### src/rtl/fp_normalize_seq.sv
// fp_normalize_seq
//   Sequential post-addition normalizer for a floating-point adder.
//   It takes the raw adder significand (with carry-out as its MSB), the larger
//   aligned exponent and the result sign. It then normalizes the result with at
//   most one shift per clock edge and presents a packed result with flags.
//   Results are truncated; no rounding is applied.
//
// Ports
//   clk        rising-edge clock
//   rst_n      asynchronous active-low reset
//   in_valid   input beat valid
//   in_ready   block can accept a beat (only while idle)
//   sum_man    raw adder significand, MSB is carry-out   [MAN_WIDTH:0]
//   exp_in     larger aligned exponent                   [EXP_WIDTH-1:0]
//   sign_in    result sign
//   out_valid  normalized result valid (held until out_ready)
//   out_ready  downstream accepts result
//   man_out    fraction field, hidden bit dropped        [MAN_WIDTH-2:0]
//   exp_out    adjusted exponent                         [EXP_WIDTH-1:0]
//   sign_out   result sign
//   zero       result is an exact zero
//   overflow   carry pushed the exponent to all-ones (fraction forced to 0)
//   underflow  result became denormal while normalizing
module fp_normalize_seq #(
    parameter int EXP_WIDTH = 8,
    parameter int MAN_WIDTH = 24
) (
    input  logic                 clk,
    input  logic                 rst_n,
    input  logic                 in_valid,
    output logic                 in_ready,
    input  logic [MAN_WIDTH:0]   sum_man,
    input  logic [EXP_WIDTH-1:0] exp_in,
    input  logic                 sign_in,
    output logic                 out_valid,
    input  logic                 out_ready,
    output logic [MAN_WIDTH-2:0] man_out,
    output logic [EXP_WIDTH-1:0] exp_out,
    output logic                 sign_out,
    output logic                 zero,
    output logic                 overflow,
    output logic                 underflow
);

    typedef enum logic [1:0] {
        IDLE = 2'd0,
        NORM = 2'd1,
        DONE = 2'd2
    } state_t;

    localparam logic [EXP_WIDTH-1:0] EXP_ONES = {EXP_WIDTH{1'b1}};
    localparam logic [EXP_WIDTH-1:0] EXP_ZERO = {EXP_WIDTH{1'b0}};
    localparam logic [EXP_WIDTH-1:0] EXP_ONE  = {{(EXP_WIDTH-1){1'b0}}, 1'b1};
    localparam logic [MAN_WIDTH:0]   MAN_ZERO = {(MAN_WIDTH+1){1'b0}};
    localparam logic [MAN_WIDTH-2:0] FRAC_ZERO = {(MAN_WIDTH-1){1'b0}};

    // Control and working registers
    state_t                 state_r;
    logic                   in_ready_r;
    logic [MAN_WIDTH:0]     man_r;
    logic [EXP_WIDTH-1:0]   exp_r;
    logic                   sign_r;

    // Result registers
    logic                   out_valid_r;
    logic [MAN_WIDTH-2:0]   frac_out_r;
    logic [EXP_WIDTH-1:0]   exp_out_r;
    logic                   sign_out_r;
    logic                   zero_r;
    logic                   overflow_r;
    logic                   underflow_r;

    // Next-state values
    state_t                 state_next_s;
    logic                   in_ready_next_s;
    logic [MAN_WIDTH:0]     man_next_s;
    logic [EXP_WIDTH-1:0]   exp_next_s;
    logic                   sign_next_s;
    logic                   out_valid_next_s;
    logic [MAN_WIDTH-2:0]   frac_out_next_s;
    logic [EXP_WIDTH-1:0]   exp_out_next_s;
    logic                   sign_out_next_s;
    logic                   zero_next_s;
    logic                   overflow_next_s;
    logic                   underflow_next_s;

    // Candidate result of the current normalization step
    logic                   done_s;
    logic [MAN_WIDTH-2:0]   res_frac_s;
    logic [EXP_WIDTH-1:0]   res_exp_s;
    logic                   res_sign_s;
    logic                   res_zero_s;
    logic                   res_overflow_s;
    logic                   res_underflow_s;

    // Next-state, single normalization step and result capture
    always_comb begin
        state_next_s     = state_r;
        man_next_s       = man_r;
        exp_next_s       = exp_r;
        sign_next_s      = sign_r;
        out_valid_next_s = out_valid_r;
        frac_out_next_s  = frac_out_r;
        exp_out_next_s   = exp_out_r;
        sign_out_next_s  = sign_out_r;
        zero_next_s      = zero_r;
        overflow_next_s  = overflow_r;
        underflow_next_s = underflow_r;

        done_s           = 1'b0;
        res_frac_s       = man_r[MAN_WIDTH-2:0];
        res_exp_s        = exp_r;
        res_sign_s       = sign_r;
        res_zero_s       = 1'b0;
        res_overflow_s   = 1'b0;
        res_underflow_s  = 1'b0;

        case (state_r)
            IDLE: begin
                if (in_valid) begin
                    man_next_s   = sum_man;
                    exp_next_s   = exp_in;
                    sign_next_s  = sign_in;
                    state_next_s = NORM;
                end else begin
                    state_next_s = IDLE;
                end
            end

            NORM: begin
                // The exponent only decreases while staying in NORM, so an
                // all-ones exponent here can only be the one captured at accept.
                if (exp_r == EXP_ONES) begin
                    done_s = 1'b1;
                end else if (man_r[MAN_WIDTH]) begin
                    // Carry-out: shift right once, the shifted-out LSB is lost.
                    done_s     = 1'b1;
                    res_exp_s  = exp_r + EXP_ONE;
                    res_frac_s = man_r[MAN_WIDTH-1:1];
                    if (res_exp_s == EXP_ONES) begin
                        res_frac_s     = FRAC_ZERO;
                        res_overflow_s = 1'b1;
                    end else begin
                        res_overflow_s = 1'b0;
                    end
                end else if (man_r == MAN_ZERO) begin
                    done_s     = 1'b1;
                    res_exp_s  = EXP_ZERO;
                    res_sign_s = 1'b0;
                    res_zero_s = 1'b1;
                end else if (man_r[MAN_WIDTH-1]) begin
                    done_s = 1'b1;
                end else if (exp_r == EXP_ZERO) begin
                    // Denormal operand stays denormal.
                    done_s = 1'b1;
                end else if (exp_r == EXP_ONE) begin
                    // Cannot shift further without going below the minimum
                    // normal exponent: the result becomes denormal.
                    done_s          = 1'b1;
                    res_exp_s       = EXP_ZERO;
                    res_underflow_s = 1'b1;
                end else begin
                    done_s     = 1'b0;
                    man_next_s = {man_r[MAN_WIDTH-1:0], 1'b0};
                    exp_next_s = exp_r - EXP_ONE;
                end

                if (done_s) begin
                    state_next_s     = DONE;
                    out_valid_next_s = 1'b1;
                    frac_out_next_s  = res_frac_s;
                    exp_out_next_s   = res_exp_s;
                    sign_out_next_s  = res_sign_s;
                    zero_next_s      = res_zero_s;
                    overflow_next_s  = res_overflow_s;
                    underflow_next_s = res_underflow_s;
                end else begin
                    state_next_s = NORM;
                end
            end

            DONE: begin
                // No bypass: the handshake edge only returns to IDLE.
                if (out_ready) begin
                    state_next_s     = IDLE;
                    out_valid_next_s = 1'b0;
                end else begin
                    state_next_s = DONE;
                end
            end

            default: begin
                state_next_s     = IDLE;
                out_valid_next_s = 1'b0;
            end
        endcase

        in_ready_next_s = (state_next_s == IDLE);
    end

    // State, working and result registers
    always_ff @(posedge clk or negedge rst_n) begin
        if (!rst_n) begin
            state_r     <= IDLE;
            in_ready_r  <= 1'b1;
            man_r       <= MAN_ZERO;
            exp_r       <= EXP_ZERO;
            sign_r      <= 1'b0;
            out_valid_r <= 1'b0;
            frac_out_r  <= FRAC_ZERO;
            exp_out_r   <= EXP_ZERO;
            sign_out_r  <= 1'b0;
            zero_r      <= 1'b0;
            overflow_r  <= 1'b0;
            underflow_r <= 1'b0;
        end else begin
            state_r     <= state_next_s;
            in_ready_r  <= in_ready_next_s;
            man_r       <= man_next_s;
            exp_r       <= exp_next_s;
            sign_r      <= sign_next_s;
            out_valid_r <= out_valid_next_s;
            frac_out_r  <= frac_out_next_s;
            exp_out_r   <= exp_out_next_s;
            sign_out_r  <= sign_out_next_s;
            zero_r      <= zero_next_s;
            overflow_r  <= overflow_next_s;
            underflow_r <= underflow_next_s;
        end
    end

    assign in_ready  = in_ready_r;
    assign out_valid = out_valid_r;
    assign man_out   = frac_out_r;
    assign exp_out   = exp_out_r;
    assign sign_out  = sign_out_r;
    assign zero      = zero_r;
    assign overflow  = overflow_r;
    assign underflow = underflow_r;

endmodule

### config.mk
export PLATFORM = sky130hd
export DESIGN_NAME = fp_normalize_seq
export DESIGN_NICKNAME = d
export VERILOG_FILES = /design/src/rtl/fp_normalize_seq.sv
export SDC_FILE = /design/constraint.sdc
export NUM_CORES = 1
export LEC_CHECK = 0
export ABC_AREA = 1
export BUFFER_PORTS_ARGS = -buffer_cell sky130_fd_sc_hd__buf_4
export CELL_PAD_IN_SITES_DETAIL_PLACEMENT = 2
export CELL_PAD_IN_SITES_GLOBAL_PLACEMENT = 2
export CORE_AREA = 2 2 98 171
export CTS_BUF_LIST = sky130_fd_sc_hd__clkbuf_16
export CTS_CLUSTER_SIZE = 16
export DETAILED_ROUTE_END_ITERATION = 10
export DIE_AREA = 0 0 100 173
export HOLD_SLACK_MARGIN = 0.06
export PLACE_DENSITY = 0.74
export SLEW_MARGIN = 25
export SYNTH_ARGS = -nofsm -noshare
export SYNTH_HDL_FRONTEND = slang
export SYNTH_SLANG_ARGS = --single-unit
### constraint.sdc
create_clock -name clk -period 1.8 [get_ports clk]
set_input_delay 0.09 -clock clk [delete_from_list [all_inputs] [get_ports clk]]
set_output_delay 0.09 -clock clk [all_outputs]
set_load 0.01 [all_outputs]
Word-level counts from Yosys, hierarchy flattened

Index checks and enable logic that the tools add are counted.
Widths: inputs -> output; s select.

$add $sub $neg: 2
Eq/ne operators: 14
Multiplexer cells: 53
Bitwise logic cells: 1
Reduce and logical (&&, ||, !) cells: 11

Operators with widths:

| operator            | number |
|---|---|
| $mux 8              | 13 |
| $mux 24             | 4 |
| $mux 25             | 3 |
| $mux 23             | 3 |
| $pmux 25 s2         | 1 |
| $logic_not 25->1    | 1 |
| $mux 1              | 24 |
| $ne 2x2->1 const B  | 9 |
| $eq 8x8->1 const B  | 2 |
| $pmux 8 s2          | 1 |
| $add 8x1->8 const B | 1 |
| $eq 8x1->1 const B  | 1 |
| $logic_not 8->1     | 1 |
| $reduce_and 8->1    | 1 |
| $sub 8x1->8 const B | 1 |
| $pmux 2 s3          | 1 |
| $reduce_and 3->1    | 2 |
| $reduce_and 5->1    | 1 |
| $logic_not 2->1     | 2 |
| $mux 2              | 2 |
| $reduce_and 2->1    | 2 |
| $pmux 1 s3          | 1 |
| $eq 2x1->1 const B  | 1 |
| $eq 2x2->1 const B  | 1 |
| other kinds (2)     | 2 |

Register bits: 73
Bits of input ports: 38
Output and inout port bits: 37
Logic and storage cells: 95

Depth between registers and ports, before layout

Depth in word-level cells: 11
Mapped depth: 14
Depth with buffers taken out: 12

Least setup slack after synthesis

No wires, ideal clock.

Path kind: reg2reg
Start: reg exp_r[0]
End: reg frac_out_r[17] (netlist: man_out[17])
Setup time: 0.117 ns
Data arrival time: 1.731 ns
Required time: 1.683 ns
Slack: -0.048 ns
Cell stages (with the launch flop): 13
Buffers on the path: 1
Period minus slack after synthesis: 1.848 ns
Cells stage by stage: dfrtp_1 -> ha_1 -> nand2_2 -> nor2_4 -> nand2_4 -> nor2_8 -> nor2_2 -> inv_2 -> buf_2 -> nand2_1 -> nand3_1 -> nor2_1 -> nor2_1

Longest elaborated chain between the ends: 9
Elaborated cells on any way between the ends: 16
Those cells by class: add/sub: 1; eq/ne: 3; mux: 10; reduce/logical: 2

Ends and longest elaborated chain:

| what                                                | RTL line | RTL |
|---|---|---|
| from (decl)                                         | 61       | `logic [EXP_WIDTH-1:0] exp_r;` |
| from (signal assigned)                              | 220      | `exp_r <= exp_next_s;` |
| branches (longest 9 deep; another with $add 8x1->8) | -        |  |
| to (signal assigned)                                | 223      | `frac_out_r <= frac_out_next_s;` |
| to (decl)                                           | 66       | `logic [MAN_WIDTH-2:0] frac_out_r;` |

Several ways; the timed one is not identified. The select of a mux whose other input is x is not followed.
A chain may end at the register's enable or synchronous reset.

Worst setup path in the final report

Start: reg exp_r[0]
End: reg frac_out_r[22] (netlist: man_out[22])

Same word-level chain as after synthesis.

==> flow_summary.json <==
{
  "htree_num_levels": 3,
  "routabilityCongestion": 0.8795,
  "std_cell_rows": 61,
  "total_inserted_antenna_cells": 0,
  "critical_path.reg2reg.endpoint": "man_out[22]",
  "viasPerCell": 5.423,
  "worst_hold_slack_ns": 0.04964,
  "cts_inserted_buffers": 9,
  "worst_hold_path.endpoint": "man_r[11]",
  "worstMarginPinSlew_ns": 0.5533,
  "regToRegStartpoint": "exp_r[0]",
  "mappedNetlistNets": 699,
  "grt_max_degree": 38,
  "grt_first_pass_wirelength_um": 35830,
  "detail_route.first_pass.iterations": 4,
  "detailroute.via_count": 5499,
  "yosysWarningCount": 0,
  "wl_per_cell_um": 26.49,
  "worst_path_largest_cell_delay_ns": 0.49,
  "cap_violations": 0,
  "cts.clk_slew.worst_paths_ns": 0.06,
  "r2r_cells": 12,
  "layout_common_cells": "183 x sky130_fd_sc_hd__nand2_1, 139 x sky130_fd_sc_hd__buf_4, 76 x sky130_fd_sc_hd__nor2_1, 68 x sky130_fd_sc_hd__dfrtp_1, 62 x sky130_fd_sc_hd__nand3_1",
  "layout.cells.most_common": "sky130_fd_sc_hd__nand2_1",
  "clkSinkCount": 73,
  "slew_headroom": 0.6272,
  "net_total_in_the_final_layout": 863,
  "critPathRequiredTime_ns": 2.03,
  "groute.usage.overall": 0.2726,
  "clock_insertion_delay_worst_skew_ns": 0.35,
  "grt_pass1_vias": 6047,
  "worst-endpoint-arrival_ns": 2.30,
  "ioPinCount": 75,
  "numPortBuffers": 74,
  "die_h_um": 173,
  "first_iter_violations": 259,
  "drv_slew": 0,
  "grt_antenna_before_repair": 0,
  "final_layout_size_suffix_gt1_frac": 0.4388,
  "worst_setup_path_startpoint": "exp_r[0]",
  "seq_area_frac_synth": 0.4193,
  "worstPathCellList": "inv_4, buf_6, ha_1, inv_1, nor2_4, nand3_2, nor2_4, buf_12, buf_12, a21oi_4, nor2_1, nor2_1",
  "cts_root_buffer": "sky130_fd_sc_hd__clkbuf_16",
  "crit_type": "flop to flop",
  "final_worst_path_period_need_ns": 2.075,
  "min_path_type": "input port to flop",
  "powerDensity_nw_per_um2": 2256,
  "grt.overflow.total": 0,
  "finalHoldViolations": 0,
  "syn-cell-area_um2": 4359,
  "ys_ff_latch": 73,
  "irDropWorstVdd_mv": 0.7713,
  "die_w_um": 100,
  "whs_path_depth": 5,
  "cellLeakagePower_nw": 3.645,
  "failed_checks": "negative setup slack",
  "core_ar_um2": 15880,
  "tritoncts": "yes",
  "run_status": "finished with violations",
  "fillerInstances": 1743,
  "wl_um": 26870,
  "syn_to_final_growth_pct": 67.54,
  "postSynthAreaPerCell_um2": 6.645,
  "cpMaxStageDelayCell": "sky130_fd_sc_hd__dfrtp_2",
  "rsz_0062_raised_after_global_routing": "yes",
  "fmax_mhz": 481.9,
  "report.final.setup_viol": 71,
  "final_util": 0.4600,
  "largest_fanout_of_any_net_on_the_critical_path": 6,
  "timing.final.crit_share": 1.153,
  "hold_path_startpoint": "sum_man[11]",
  "crit_path_end_kind": "flop",
  "initial_core_util": 0.2746,
  "worst_clock_skew_ns": 0.009527,
  "ant_nets": 0,
  "synth_cell_type_count": 28,
  "final_critical_path_setup_slack_ns": -0.2752,
  "critical_path.startpoint_type": "flop",
  "postSynthCellCount": 656,
  "number_of_buffers_on_the_longest_clock_path": 2,
  "r2r_setup_slack_ns": -0.28,
  "die_area_um2": 17300,
  "post-dp-hpwl_um": 12980,
  "route.detailed.drc": 0
}
synthesized netlist by cell type:
cell type	instances	area, µm²
sky130_fd_sc_hd__buf_1	2	7.510
sky130_fd_sc_hd__nand3_4	1	17.52
sky130_fd_sc_hd__nand2_4	2	22.52
sky130_fd_sc_hd__nor2_1	108	405.4
sky130_fd_sc_hd__buf_2	17	85.08
sky130_fd_sc_hd__nor2_4	1	11.26
sky130_fd_sc_hd__inv_2	4	15.01
sky130_fd_sc_hd__inv_1	38	142.6
sky130_fd_sc_hd__nand3_1	70	350.3
sky130_fd_sc_hd__a31o_2	1	8.760
sky130_fd_sc_hd__o21ai_0	18	90.09
sky130_fd_sc_hd__nand2_1	257	964.7
sky130_fd_sc_hd__a21oi_1	26	130.1
sky130_fd_sc_hd__dfrtp_1	72	1802
sky130_fd_sc_hd__mux2_2	1	11.26
sky130_fd_sc_hd__o21ai_1	4	20.02
sky130_fd_sc_hd__clkbuf_1	9	33.78
sky130_fd_sc_hd__nand4_1	3	18.77
sky130_fd_sc_hd__nand2_2	3	18.77
sky130_fd_sc_hd__dfstp_2	1	26.28
sky130_fd_sc_hd__o22ai_1	1	6.260
sky130_fd_sc_hd__buf_6	4	45.04
sky130_fd_sc_hd__ha_1	5	62.56
sky130_fd_sc_hd__nor3_1	1	5.000
sky130_fd_sc_hd__clkbuf_2	1	5.000
sky130_fd_sc_hd__nor2_8	1	20.02
sky130_fd_sc_hd__nor2_2	4	25.02
sky130_fd_sc_hd__a21oi_2	1	8.760
report_power, final:
| part | total (W) | internal, W | switching, W |
|---|---|---|---|
| Sequential | 0.00322 | 0.00246 | 0.000757 |
| Combinational | 0.0112 | 0.00458 | 0.00665 |
| Clock | 0.00202 | 0.00120 | 0.000816 |
critical path: cells and delay by family, from the launching register on:
family | cells | cell delay (ns)
AO/OA/AOI/OAI | 1 | 0.05
adder cells (fa/ha/maj) | 1 | 0.16
buffers and inverters | 5 | 0.62
flip-flops | 1 | 0.49
AND/OR/NAND/NOR | 5 | 0.64
through the flow:
stage          cell area [µm²]  setup WS, ns  TNS [ns]  power, W  instances
2_1_floorplan             4375      -0.02982   -0.3259  0.006803        656
3_3_place_gp              5645       -0.1606    -4.831  0.009743        958
3_5_place_dp              5645       -0.3042    -11.49   0.01015        958
4_1_cts                   6721      -0.08590    -3.015   0.01386       1004
5_1_grt                   7303       -0.3536    -18.33   0.01723       1014
6_report                  7303       -0.2752    -12.87   0.01647       1014
state kept, by name, summed over array words and instances (netlist names):
signal     cells
zero           1
out_valid      1
exp_out        8
sign_out       1
in_ready       1
overflow       1
man_r         25
underflow      1
exp_r          8
man_out       23
state_r        2
sign_r         1
layout make-up:
class / instances / area [µm²] / area share
repair inverters: 1 / 16.27 / 0.002227
clock buffers: 9 / 225.2 / 0.03084
multi-input cells: 508 / 2864 / 0.3922
repair buffers: 185 / 1851 / 0.2534
well taps: 189 / 236.5 / 0.03238
flip-flops and latches: 73 / 1833 / 0.2510
inverters: 42 / 191.4 / 0.02621
clock inverters: 7 / 86.33 / 0.01182
worst max-delay path by stage:
stage	end	slack, ns	cells after the start
finish	man_out[22]	-0.28	12
floorplan	exp_r[0]	-0.03	14
global route	man_out[22]	-0.35	12
global placement	man_out[3]	-0.16	11
CTS	man_out[16]	-0.09	13
detailed placement	man_r[7]	-0.30	11
what timing repair did:
action,4_1_cts,5_1_grt
resized for setup,109,139
hold buffers,3,0
pin swaps,25,52
gates cloned,7,6
setup endpoints to repair,68,70
setup buffers,21,9
endpoints found under the hold margin,37,0
metal layers:
layer | wire [µm] | share of wire | GRT usage
met1 | 9577 | 0.36 | 0.3079
met3 | 943 | 0.035 | 0.03112
met2 | 14360 | 0.53 | 0.4935
met5 | 0 | 0 | 0
met4 | 1981 | 0.074 | 0.1387
logic make-up (layout without fill, tap and decap cells):
family,count (synthesis),after routing,share of synthesized area
muxes,1,1,0.002583
buffers and inverters,75,244,0.07663
DFF,73,73,0.4193
and+or+nand+nor,451,451,0.4265
AOI/OAI and AO/OA,51,51,0.06056
adders and majority gates,5,5,0.01435
Power figures use the tool's default switching activity.
